## src/rtl/control_sequencer.sv

```systemverilog
// Multi-cycle control FSM: takes 4-bit opcodes from fetch and sequences
// ALU, memory, write-back and PC update through FETCH/DECODE/EXEC/MEM/WB.
module control_sequencer #(
  parameter int unsigned MEM_TIMEOUT = 16,
  parameter int unsigned TO_W        = 5,
  parameter int unsigned CNT_W       = 16
) (
  input  logic             clk,
  input  logic             rst,
  input  logic             instr_valid,
  input  logic [3:0]       opcode,
  output logic             instr_ready,
  output logic             ir_load,
  output logic [12:0]      dec_onehot,
  output logic             alu_en,
  output logic [2:0]       alu_op,
  output logic             mem_req,
  output logic             mem_we,
  input  logic             mem_ack,
  output logic             reg_we,
  output logic             pc_inc,
  output logic             pc_load,
  output logic [CNT_W-1:0] instr_count,
  output logic             halted,
  output logic             illegal,
  output logic             timeout
);

  typedef enum logic [2:0] {
    S_FETCH, S_DECODE, S_EXEC, S_MEM, S_WB, S_HALT, S_ERR
  } state_t;

  localparam logic [3:0] OP_NOP   = 4'd0;
  localparam logic [3:0] OP_LOAD  = 4'd9;
  localparam logic [3:0] OP_STORE = 4'd10;
  localparam logic [3:0] OP_JUMP  = 4'd11;
  localparam logic [3:0] OP_HALT  = 4'd12;
  localparam logic [TO_W-1:0] TO_LAST = TO_W'(MEM_TIMEOUT - 1);

  state_t           state_q, state_d;
  logic [3:0]       op_q;
  logic [12:0]      dec_q, dec_c;
  logic [TO_W-1:0]  to_q;
  logic [CNT_W-1:0] cnt_q;
  logic             illegal_q, timeout_q;

  logic ready_c, alu_en_c, mem_req_c, mem_we_c, reg_we_c;
  logic pc_inc_c, pc_load_c, halted_c, to_hit;
  logic is_alu, is_illegal;
  logic [3:0] op_m1;

  assign is_alu     = (op_q >= 4'd1) && (op_q <= 4'd8);
  assign is_illegal = (op_q > OP_HALT);
  assign op_m1      = op_q - 4'd1;
  assign dec_c      = is_illegal ? 13'd0 : (13'd1 << op_q);

  // NOTE: every signal assigned in this block gets a default first, so no
  // path through the case leaves one unassigned and no latch is inferred.
  always_comb begin
    state_d   = state_q;
    ready_c   = 1'b0;
    alu_en_c  = 1'b0;
    mem_req_c = 1'b0;
    mem_we_c  = 1'b0;
    reg_we_c  = 1'b0;
    pc_inc_c  = 1'b0;
    pc_load_c = 1'b0;
    halted_c  = 1'b0;
    to_hit    = 1'b0;
    case (state_q)
      S_FETCH: begin
        ready_c = 1'b1;
        if (instr_valid) state_d = S_DECODE;
      end
      S_DECODE: begin
        if (is_illegal)          state_d = S_ERR;
        else if (op_q == OP_HALT) state_d = S_HALT;
        else                      state_d = S_EXEC;
      end
      S_EXEC: begin
        if (op_q == OP_NOP) begin
          pc_inc_c = 1'b1;
          state_d  = S_FETCH;
        end else if (is_alu) begin
          alu_en_c = 1'b1;
          state_d  = S_WB;
        end else if (op_q == OP_LOAD || op_q == OP_STORE) begin
          state_d = S_MEM;
        end else if (op_q == OP_JUMP) begin
          pc_load_c = 1'b1;
          state_d   = S_FETCH;
        end else begin
          state_d = S_ERR;
        end
      end
      S_MEM: begin
        mem_req_c = 1'b1;
        mem_we_c  = (op_q == OP_STORE);
        // An ack in the last allowed cycle is checked first, so it wins.
        if (mem_ack) begin
          if (op_q == OP_STORE) begin
            pc_inc_c = 1'b1;
            state_d  = S_FETCH;
          end else begin
            state_d = S_WB;
          end
        end else if (to_q == TO_LAST) begin
          to_hit  = 1'b1;
          state_d = S_ERR;
        end
      end
      S_WB: begin
        reg_we_c = 1'b1;
        pc_inc_c = 1'b1;
        state_d  = S_FETCH;
      end
      S_HALT:  halted_c = 1'b1;
      S_ERR:   ;
      default: state_d = S_FETCH;
    endcase
  end

  // NOTE: state registers use non-blocking assignments so every flop samples
  // the pre-edge values regardless of statement order.
  always_ff @(posedge clk) begin
    if (rst) begin
      state_q   <= S_FETCH;
      op_q      <= 4'd0;
      dec_q     <= 13'd0;
      to_q      <= '0;
      cnt_q     <= '0;
      illegal_q <= 1'b0;
      timeout_q <= 1'b0;
    end else begin
      state_q <= state_d;
      if (state_q == S_FETCH && instr_valid) op_q <= opcode;
      if (state_q == S_DECODE) begin
        dec_q <= dec_c;
        if (is_illegal) illegal_q <= 1'b1;
      end
      if (state_q == S_EXEC)     to_q <= '0;
      else if (state_q == S_MEM) to_q <= to_q + TO_W'(1);
      if (pc_inc_c || pc_load_c) cnt_q <= cnt_q + CNT_W'(1);
      if (to_hit) timeout_q <= 1'b1;
    end
  end

  // Outputs are forced low for the whole time rst is high, including the
  // first reset cycle when the state register still holds the old state.
  assign instr_ready = ready_c & ~rst;
  assign ir_load     = instr_valid & instr_ready;
  assign dec_onehot  = rst ? 13'd0 : dec_q;
  assign alu_en      = alu_en_c & ~rst;
  assign alu_op      = alu_en ? op_m1[2:0] : 3'd0;
  assign mem_req     = mem_req_c & ~rst;
  assign mem_we      = mem_we_c & ~rst;
  assign reg_we      = reg_we_c & ~rst;
  assign pc_inc      = pc_inc_c & ~rst;
  assign pc_load     = pc_load_c & ~rst;
  assign instr_count = rst ? '0 : cnt_q;
  assign halted      = halted_c & ~rst;
  assign illegal     = illegal_q & ~rst;
  assign timeout     = timeout_q & ~rst;

endmodule

```

## config.mk

```make
export PLATFORM = sky130hd
export DESIGN_NAME = control_sequencer
export DESIGN_NICKNAME = d
export VERILOG_FILES = /design/src/rtl/control_sequencer.sv
export SDC_FILE = /design/constraint.sdc
export NUM_CORES = 1
export LEC_CHECK = 0
export ABC_AREA = 1
export CAP_MARGIN = 20
export CORE_MARGIN = 5
export CORE_UTILIZATION = 50
export CTS_CLUSTER_DIAMETER = 60
export CTS_CLUSTER_SIZE = 14
export DETAILED_ROUTE_END_ITERATION = 6
export HOLD_SLACK_MARGIN = 0.1
export PLACE_DENSITY = 0.76
export REMOVE_ABC_BUFFERS = 1
export SYNTH_ARGS = -nofsm -noshare
export SYNTH_HDL_FRONTEND = slang
export SYNTH_SLANG_ARGS = --single-unit
```

## constraint.sdc

```tcl
create_clock -name clk -period 1.8 [get_ports clk]
set_input_delay 0.18 -clock clk [delete_from_list [all_inputs] [get_ports clk]]
set_output_delay 0.18 -clock clk [all_outputs]
set_load 0.05 [all_outputs]
```

After elaboration in Yosys (flattened, before gate mapping):

Index checks and enable logic that the tools add are counted.

* register bits after elaboration: 43
* input bits: 8
* logic and storage cells: 85

* add/sub/neg operators: 3
* order comparisons: 3
* eq/ne operators: 13
* shifts and indexed selects: 1
* muxes and demuxes: 35
* bitwise operators: 13
* reductions and logical operators: 10

Operators by type and width (count)
* $mux W3: 11
* $mux W13: 2
* $mux W1: 19
* $add A16 B1 Y16 const B: 1
* $eq A4 B4 Y1 const B: 4
* $mux W16: 1
* $pmux W3 S5: 1
* $shl A1 B4 Y13 const A: 1
* $and A1 B1 Y1: 11
* $eq A3 B3 Y1 const B: 3
* $eq A3 B2 Y1 const B: 2
* $add A5 B1 Y5 const B: 1
* $eq A5 B4 Y1 const B: 1
* $ge A4 B1 Y1 const B: 1
* $gt A4 B4 Y1 const B: 1
* $le A4 B4 Y1 const B: 1
* $logic_not A4 Y1: 1
* $reduce_or A2 Y1: 2
* $eq A3 B1 Y1 const B: 1
* $logic_not A3 Y1: 1
* $ne A3 B3 Y1 const B: 1
* $pmux W1 S3: 1
* $reduce_and A3 Y1: 1
* $sub A3 B1 Y3 const B: 1
* 5 further kinds: 8

Logic depth before layout (Yosys ltp):

Gate-level depths: netlist of the first run.

* word-level depth: 7
* gate-level depth with buffers: 11
* depth with buffers taken out: 10

Worst setup path before layout of the first run:

OpenSTA, ideal clock, no wires.

* path kind: register -> output
* start point: reg op_q[0]
* end point: out pc_load
* arrival: 1.922 ns
* required time: 1.620 ns
* path slack: -0.302 ns
* cell stages (with the launch flop): 9
* path buffers: 1
* path through: dfxtp_1 > inv_1 > ha_1 > nand3_2 > nand2_2 > nor2_4 > nand3_4 > buf_2 > nor2_1

* word-level cells in the longest chain between the ends: 7

RTL lines
* start: declaration: line 41 `logic [3:0] op_q;`
* start signal: assignment: line 136 `if (state_q == S_FETCH && instr_valid) op_q <= opcode;`
* $eq A4 B4 Y1, on equally long branches: line 89, 87
* $mux W1 / $logic_or A1 B1 Y1 (equally long branches): line 89, 87
* $mux W1: line 87 `end else if (op_q == OP_LOAD || op_q == OP_STORE) begin`
* $mux W1: line 84 `end else if (is_alu) begin`
* $mux W1 *: line 81 `if (op_q == OP_NOP) begin`
* $mux W1 *: line 70 `case (state_q)`
* $and A1 B1 Y1 *: line 159 `assign pc_load = pc_load_c & ~rst;`
* end: declaration: line 22 `output logic pc_load,`

Mark *: on every way between the ends. The rest lies on a longest branch, timed or not.

Worst setup path after layout of the first run:

* start point: reg op_q[0]
* end point: out alu_op[2]

* word-level cells in the longest chain between the ends: 7

RTL lines
* $ge A4 B1 Y1 / $le A4 B4 Y1 (equally long branches): line 52 `assign is_alu = (op_q >= 4'd1) && (op_q <= 4'd8);`
* $logic_and A1 B1 Y1: line 52
* $mux W1: line 84
* $mux W1: line 81
* $mux W1: line 70
* $and A1 B1 Y1: line 153 `assign alu_en = alu_en_c & ~rst;`
* $mux W3 *: line 154 `assign alu_op = alu_en ? op_m1[2:0] : 3'd0;`
* end: declaration: line 16 `output logic [2:0] alu_op,`

Marks and branches as above.

==> metrics, run 1 <==
outcome=complete, but fails checks; failing checks=negative setup slack; vias in the first global route=2894; Via Count=3109; Vias/cell=5.68; Final Cycle Share=108%; Area Overhead vs Synth=51.8%; antenna-violating nets left=0; post-synthesis simple-gate area fraction=38.4%; die area=6950 sq um; fin crit period=1.95 ns; combinational power share=52.6%; Layout Cells excl Fill=547; placed cell area=3640 sq um; transition time of the tightest slew-check pin=0.418 ns; net load switching power=1.93 mW; Num CTS Buffers=5; root buffer cell=clkbuf_8; clock slew at reported path FFs=0.09 ns; post-route cell area=4090 sq um; Ys Warns=0; worst hold path type=in2reg; Max-cap violations=0; Max-slew headroom=72.1%; Reg power frac=29.3%; setup violators final=6; total power=4.31 mW; TritonCTS clock tree=done; Row Count=26; largest net degree at the start of global routing=51; routed len/inst=16.5 um; clock latency on the worst-skew pair=0.31 ns; mux contribution to synthesized area=0%; LEAKAGE=1.56 nW; XOR/XNOR Fraction of Synth Area=2.28%; Routed WL=9.05 mm; IO Port Bufs=50; Post-synth EDFFs=0; CP Class=reg2out; Placer Congestion=0.948; initial DRC count=541; Placed Cells=524; Antenna diodes=0; end-of-flow core utilization=79.0%; Avg Inst Size Synth=6.69 sq um; Seq/Total Area, Yosys=32.0%; count of pins over their slew limit=0; Synth Cell Area=2690 sq um; Die Wd=83.4 um; Synth Area in Compound Gates=13.0%; RSZ-0062 raised after global routing=yes; DRC violations left=0; Post-synth ARST share=0%; Core Area=5170 sq um; Pwr Density=1050 nW/um^2; Adder-Cell Fraction of Synth Area=3.72%; crit-path max FO=4; top post-synthesis cells by area=dfxtp_1, nand2_1, nor2_1; switching share of power=44.8%; Final Skew=0.00769 ns; number of iterations in the first detailed-routing pass=5; layout cells sized above 1=32.1%; Synth Flop Type=dfxtp_1; Final WS setup=-0.149 ns; initial antenna violation count=0; H-tree depth=2; final hold vios=0; detailed-placement wirelength estimate=5.32 mm; post-synth cell types=33; P_int=2.38 mW; Yosys top cell by area=dfxtp_1; first-pass GRT wire length=14.1 mm; Crit path arrival time=1.77 ns; Max Fclk=0.513 GHz; Critical Path End Type=output port; cells after synthesis=402; grt ovf=0; crit start category=flop; Yosys reg bits=43; # nets final=492; Synth top area share=32.0%; largest family of logic cells by synthesized area=simple AND/OR/NAND/NOR gates; Sinks on Clock Net=43; clock share of power=18.1%; Critical Path RT=1.62 ns; dpl ws=-0.00725 ns; Worst VDD drop=1030 uV; clk buf depth=2; CTS Hold Bufs=0; gr usage total=24.2%; initial core utilization=52.0%; die height=83.4 um; I/O pin cnt=51
==> registers in the layout, summed over array words and instances, names as in the netlist <==
signal	count
cnt_q	16
dec_q	13
to_q	5
op_q	4
state_q	3
illegal_q	1
timeout_q	1
==> routing by layer <==
layer  vias to the layer above  track usage, %  share of wire (%)
met3                        38            5.64                8.1
met5                         -               0                  0
li1                       1444               -                  -
met2                       176            40.8                 50
met4                         0            8.02                2.7
met1                      1451            30.2                 39
==> cell type report <==
| class | count | area, sq um |
|---|---|---|
| flip-flops and latches | 43 | 872 |
| clock buffers | 5 | 68.8 |
| fillers | 307 | 1090 |
| clock inverters | 3 | 43.8 |
| inverters | 52 | 205 |
| multi-input cells | 293 | 1740 |
| repair buffers | 81 | 1070 |
| well taps | 70 | 87.6 |
==> worst max-delay path, stage by stage (launching register included) <==
cell and delay [ns]:
dfxtp_4 0.42, inv_6 0.06, ha_4 0.17, nand2_4 0.09, nor2_4 0.06, nor2_4 0.17, nand3_4 0.16, a21oi_4 0.17
buf_12 0.15
==> power by group through the flow <==
stage / registers [mW] / clock network (mW) / logic [mW]
after global placement: 1.22 / 0 / 1.70
final: 1.26 / 0.779 / 2.27
after CTS: 1.23 / 0.771 / 2.03
after global routing: 1.28 / 0.831 / 2.42
after floorplan: 1.23 / 0 / 1.06
after detailed placement: 1.23 / 0 / 1.73
==> worst paths after layout <==
check | start | endpoint | slack, ns | cells after the start
setup reg to reg | op_q[1] | cnt_q[11] | 0.03 | 10
setup / recovery | op_q[0] | alu_op[2] | -0.15 | 8
hold / removal | rst | state_q[1] | 0.31 | 2
hold reg to reg | illegal_q | illegal_q | 0.46 | 2
==> synth_stat cells (3+ instances only) <==
cell / count
o21ai_0: 14
xor2_1: 7
inv_1: 49
nand4_1: 11
nand3_1: 38
clkbuf_1: 8
dfxtp_1: 43
nand2_2: 14
nor3_1: 5
a21oi_2: 10
ha_1: 8
nor2_4: 3
a21oi_1: 28
nor2_1: 63
nand2_1: 74
==> kinds of logic (layout without fill, tap and decap cells) <==
logic type      count (synthesis)  in the layout
flops                          43             43
fa+ha+maj                       8              8
xor+xnor                        7              7
simple gates                  218            219
compound gates                 59             59
buf+inv                        67            141
==> cells in the final DEF, fill, tap and decap left out, types with 3 or more instances in the layout <==
| master | count |
|---|---|
| nor2_1 | 56 |
| buf_12 | 35 |
| nand3_4 | 4 |
| nand4_1 | 11 |
| nand2_1 | 70 |
| a21oi_2 | 10 |
| ha_4 | 3 |
| xor2_1 | 7 |
| inv_2 | 4 |
| ha_1 | 3 |
| clkbuf_8 | 5 |
| a21oi_1 | 27 |
| dfxtp_2 | 3 |
| o21ai_0 | 14 |
| buf_4 | 36 |
| dfxtp_1 | 38 |
| nor2_4 | 8 |
| clkdlybuf4s50_1 | 6 |
| nor3_1 | 4 |
| nand2_4 | 5 |
| nor2_2 | 4 |
| inv_1 | 45 |
| nand3_1 | 36 |
| nand2_2 | 14 |
==> per-stage QoR <==
| step | setup TNS [ns] | hold slack, ns |
|---|---|---|
| after floorplan | -1.32 | 0.242 |
| after global placement | 0 | 0.434 |
| after detailed placement | -0.00725 | 0.451 |
| after CTS | -0.137 | 0.281 |
| after global routing | -1.11 | 0.330 |
| final | -0.598 | 0.307 |
==> what timing repair did <==
action,CTS,global route
setup buffers,11,3
setup endpoints to repair,8,25
resized for setup,38,18
pin swaps,14,12
cloned,0,1
Note: power is estimated with default switching activity, not from simulation.
==> run 2: changes to the inputs <==
- CORE_MARGIN: 5 -> 2
- MAX_ROUTING_LAYER: not set -> met4
- SETUP_SLACK_MARGIN: not set -> 0.02
==> run 2 against run 1 <==
Net effect: the run still ends with negative setup slack left; critical path depth did not move; sequential share of layout area rose by 1.3 points; via count is 6.6% lower; global-route usage rose by 2.7 points; final area fell by 6.4%; combinational power down 5%; sequential power about the same; routed wire length down 13%; fmax rose by 2.0%; die area down 14%; clock skew rose by 0.0028 ns; non-clock buffer count fell by 1.
==> metrics, run 2 (synthesis gave the netlist of run 1 again) <==
outcome=complete, but fails checks; failing checks=negative setup slack; first-pass GRT wire length=12.6 mm (-10%); Max Fclk=0.523 GHz (+2.0%); met3 wire length=417 um (-43%); setup TNS=-0.497 ns (+0.101 ns); Max-cap violations=0 (unchanged); worst hold path type=in2reg; initial core utilization=52.4% (+0.33 points); layout cells sized above 1=31.0% (-1.1 points); die area=5990 sq um (-14%); IO Port Bufs=50 (unchanged); Area Overhead vs Synth=42.1%; antenna-violating nets left=0 (unchanged); Placed Cells=523 (-0.19%); worst r2r src=op_q[0]; Critical Path RT=1.62 ns (about the same); total power=4.13 mW (-4.1%); count of pins over their slew limit=0 (unchanged); Final WS setup=-0.112 ns (+0.0374 ns); vias in the first global route=2729 (-5.7%); Worst VDD drop=1050 uV (+2.1%); largest net degree at the start of global routing=23 (-55%); # nets final=490 (-0.41%); clock latency on the worst-skew pair=0.31 ns (about the same); setup violators final=7 (+1); initial antenna violation count=0 (unchanged); fin crit period=1.91 ns (-0.0374 ns); Num CTS Buffers=5 (unchanged); crit-path max FO=4 (unchanged); number of cells on the worst hold path=2 (unchanged); I/O pin cnt=51 (unchanged); crit start category=flop; CTS Hold Bufs=0 (unchanged); final hold vios=0 (unchanged); Top Registers=cnt_q (16), dec_q (13), to_q (5); FF/Latch Area=867 sq um (-0.57%); R2R Setup Slk=0.07 ns (+0.04 ns); gr usage total=26.8% (+2.7 points); commonest cells after routing, fill and taps aside=nand2_1, nor2_1, buf_4; Critical Path End Type=output port; max reg flops=16 (unchanged); Final Cycle Share=106% (-2.1 points); Fill cells=400 (+30%); Worst Hold Launch=rst; Routed WL=7.85 mm (-13%); initial DRC count=255 (-53%); area of the multi-input gates=1720 sq um (-0.79%); detailed-placement wirelength estimate=4.97 mm (-6.5%); LEAKAGE=1.48 nW (-5.0%); end-of-flow core utilization=74.4% (-4.6 points); worst flop-to-flop path endpoint=cnt_q[2]; Crit path arrival time=1.73 ns (-0.04 ns); clock slew at reported path FFs=0.08 ns (about the same); hold endpoint=illegal_q; CP Class=reg2out; TritonCTS clock tree=done; placed cell area=3410 sq um (-6.4%); grt ovf=0 (unchanged); H-tree depth=2 (unchanged); Die Wd=77.4 um (-7.2%); Max-slew headroom=74.4% (+2.3 points); Pwr Density=1080 nW/um^2 (+2.5%); most common cell after layout, fill and taps aside=nand2_1; routed len/inst=14.4 um (-13%); Final Skew=0.0105 ns (+0.00281 ns); Placer Congestion=0.953 (+0.59%); number of iterations in the first detailed-routing pass=5 (unchanged); post-route cell area=3820 sq um (-6.4%); Row Count=26 (unchanged); Antenna diodes=0 (unchanged); Top Metal Used=met4; Vias/cell=5.34 (-6.1%); clk buf depth=2 (unchanged); largest reg by FF count=cnt_q; die height=77.4 um (-7.2%); Met2 Wirelength=3.95 mm (-12%); Core Area=5140 sq um (-0.63%); RSZ-0062 raised after global routing=yes; wl on met1=3.29 mm (-7.8%); DRC violations left=0 (unchanged); Layout Cells excl Fill=544 (-0.55%); Sinks on Clock Net=43 (unchanged); transition time of the tightest slew-check pin=0.380 ns (-0.0378 ns); root buffer cell=clkbuf_8; reg2reg path depth=11 (+1); Via Count=2904 (-6.6%)
run 2: cell count changes in the layout (fill, tap and decap cells not counted), moves of 2 or more:
cell,change
buf_12,-18
buf_4,+16
buf_6,+2
dfxtp_1,+2
nand2_4,-2
nand3_2,+2
run 2: worst max-delay path, stage by stage, from the launching register on:
cell and delay [ns]:
dfxtp_4 0.40, inv_6 0.06, ha_4 0.17, nand2_4 0.08
nor2_4 0.05, nor2_4 0.18, nand3_4 0.16, a21oi_4 0.17
buf_12 0.15
run 2: worst max-delay path by stage:
stage,to,startpoint,slack (ns),cells past startpoint
floorplan,alu_op[2],op_q[0],-0.27,7
global placement,alu_op[2],op_q[0],0.06,8
detailed placement,alu_op[2],op_q[0],-0.05,8
CTS,alu_op[2],op_q[0],-0.03,8
global route,pc_inc,op_q[0],-0.14,9
finish,alu_op[2],op_q[0],-0.11,8
run 2: layer usage:
metal | GRT usage [%] | vias to the layer above
met5 | - | -
met4 | 12.5 | 0
met3 | 3.95 | 24
met2 | 44.2 | 102
met1 | 32.5 | 1341
li1 | - | 1437
run 2: final cells by class:
type                    instances  share of cell area (%)
clock inverters                 1                   0.785
clock buffers                   6                    1.90
multi-input cells             292                    45.0
well taps                      70                    2.29
inverters                      52                    5.36
flip-flops and latches         43                    22.7
repair buffers                 80                    22.0
run 2: repair_timing:
action | CTS | global route
endpoints found under the setup margin | 8 | 26
setup buffers | 11 | 3
resized for setup | 38 | 13
pin swaps | 13 | 9
run 2: power by group:
part           switching, mW  internal [mW]  total (mW)
logic                   1.38          0.773        2.15
registers              0.122           1.11        1.23
clock network          0.344          0.407       0.752
total                   1.85           2.29        4.13
run 2: per-stage QoR:
stage | hold WS (ns) | worst slack (ns)
detailed placement | 0.446 | -0.0464
floorplan | 0.242 | -0.265
global placement | 0.440 | 0.0551
finish | 0.282 | -0.112
global route | 0.324 | -0.138
CTS | 0.274 | -0.0325
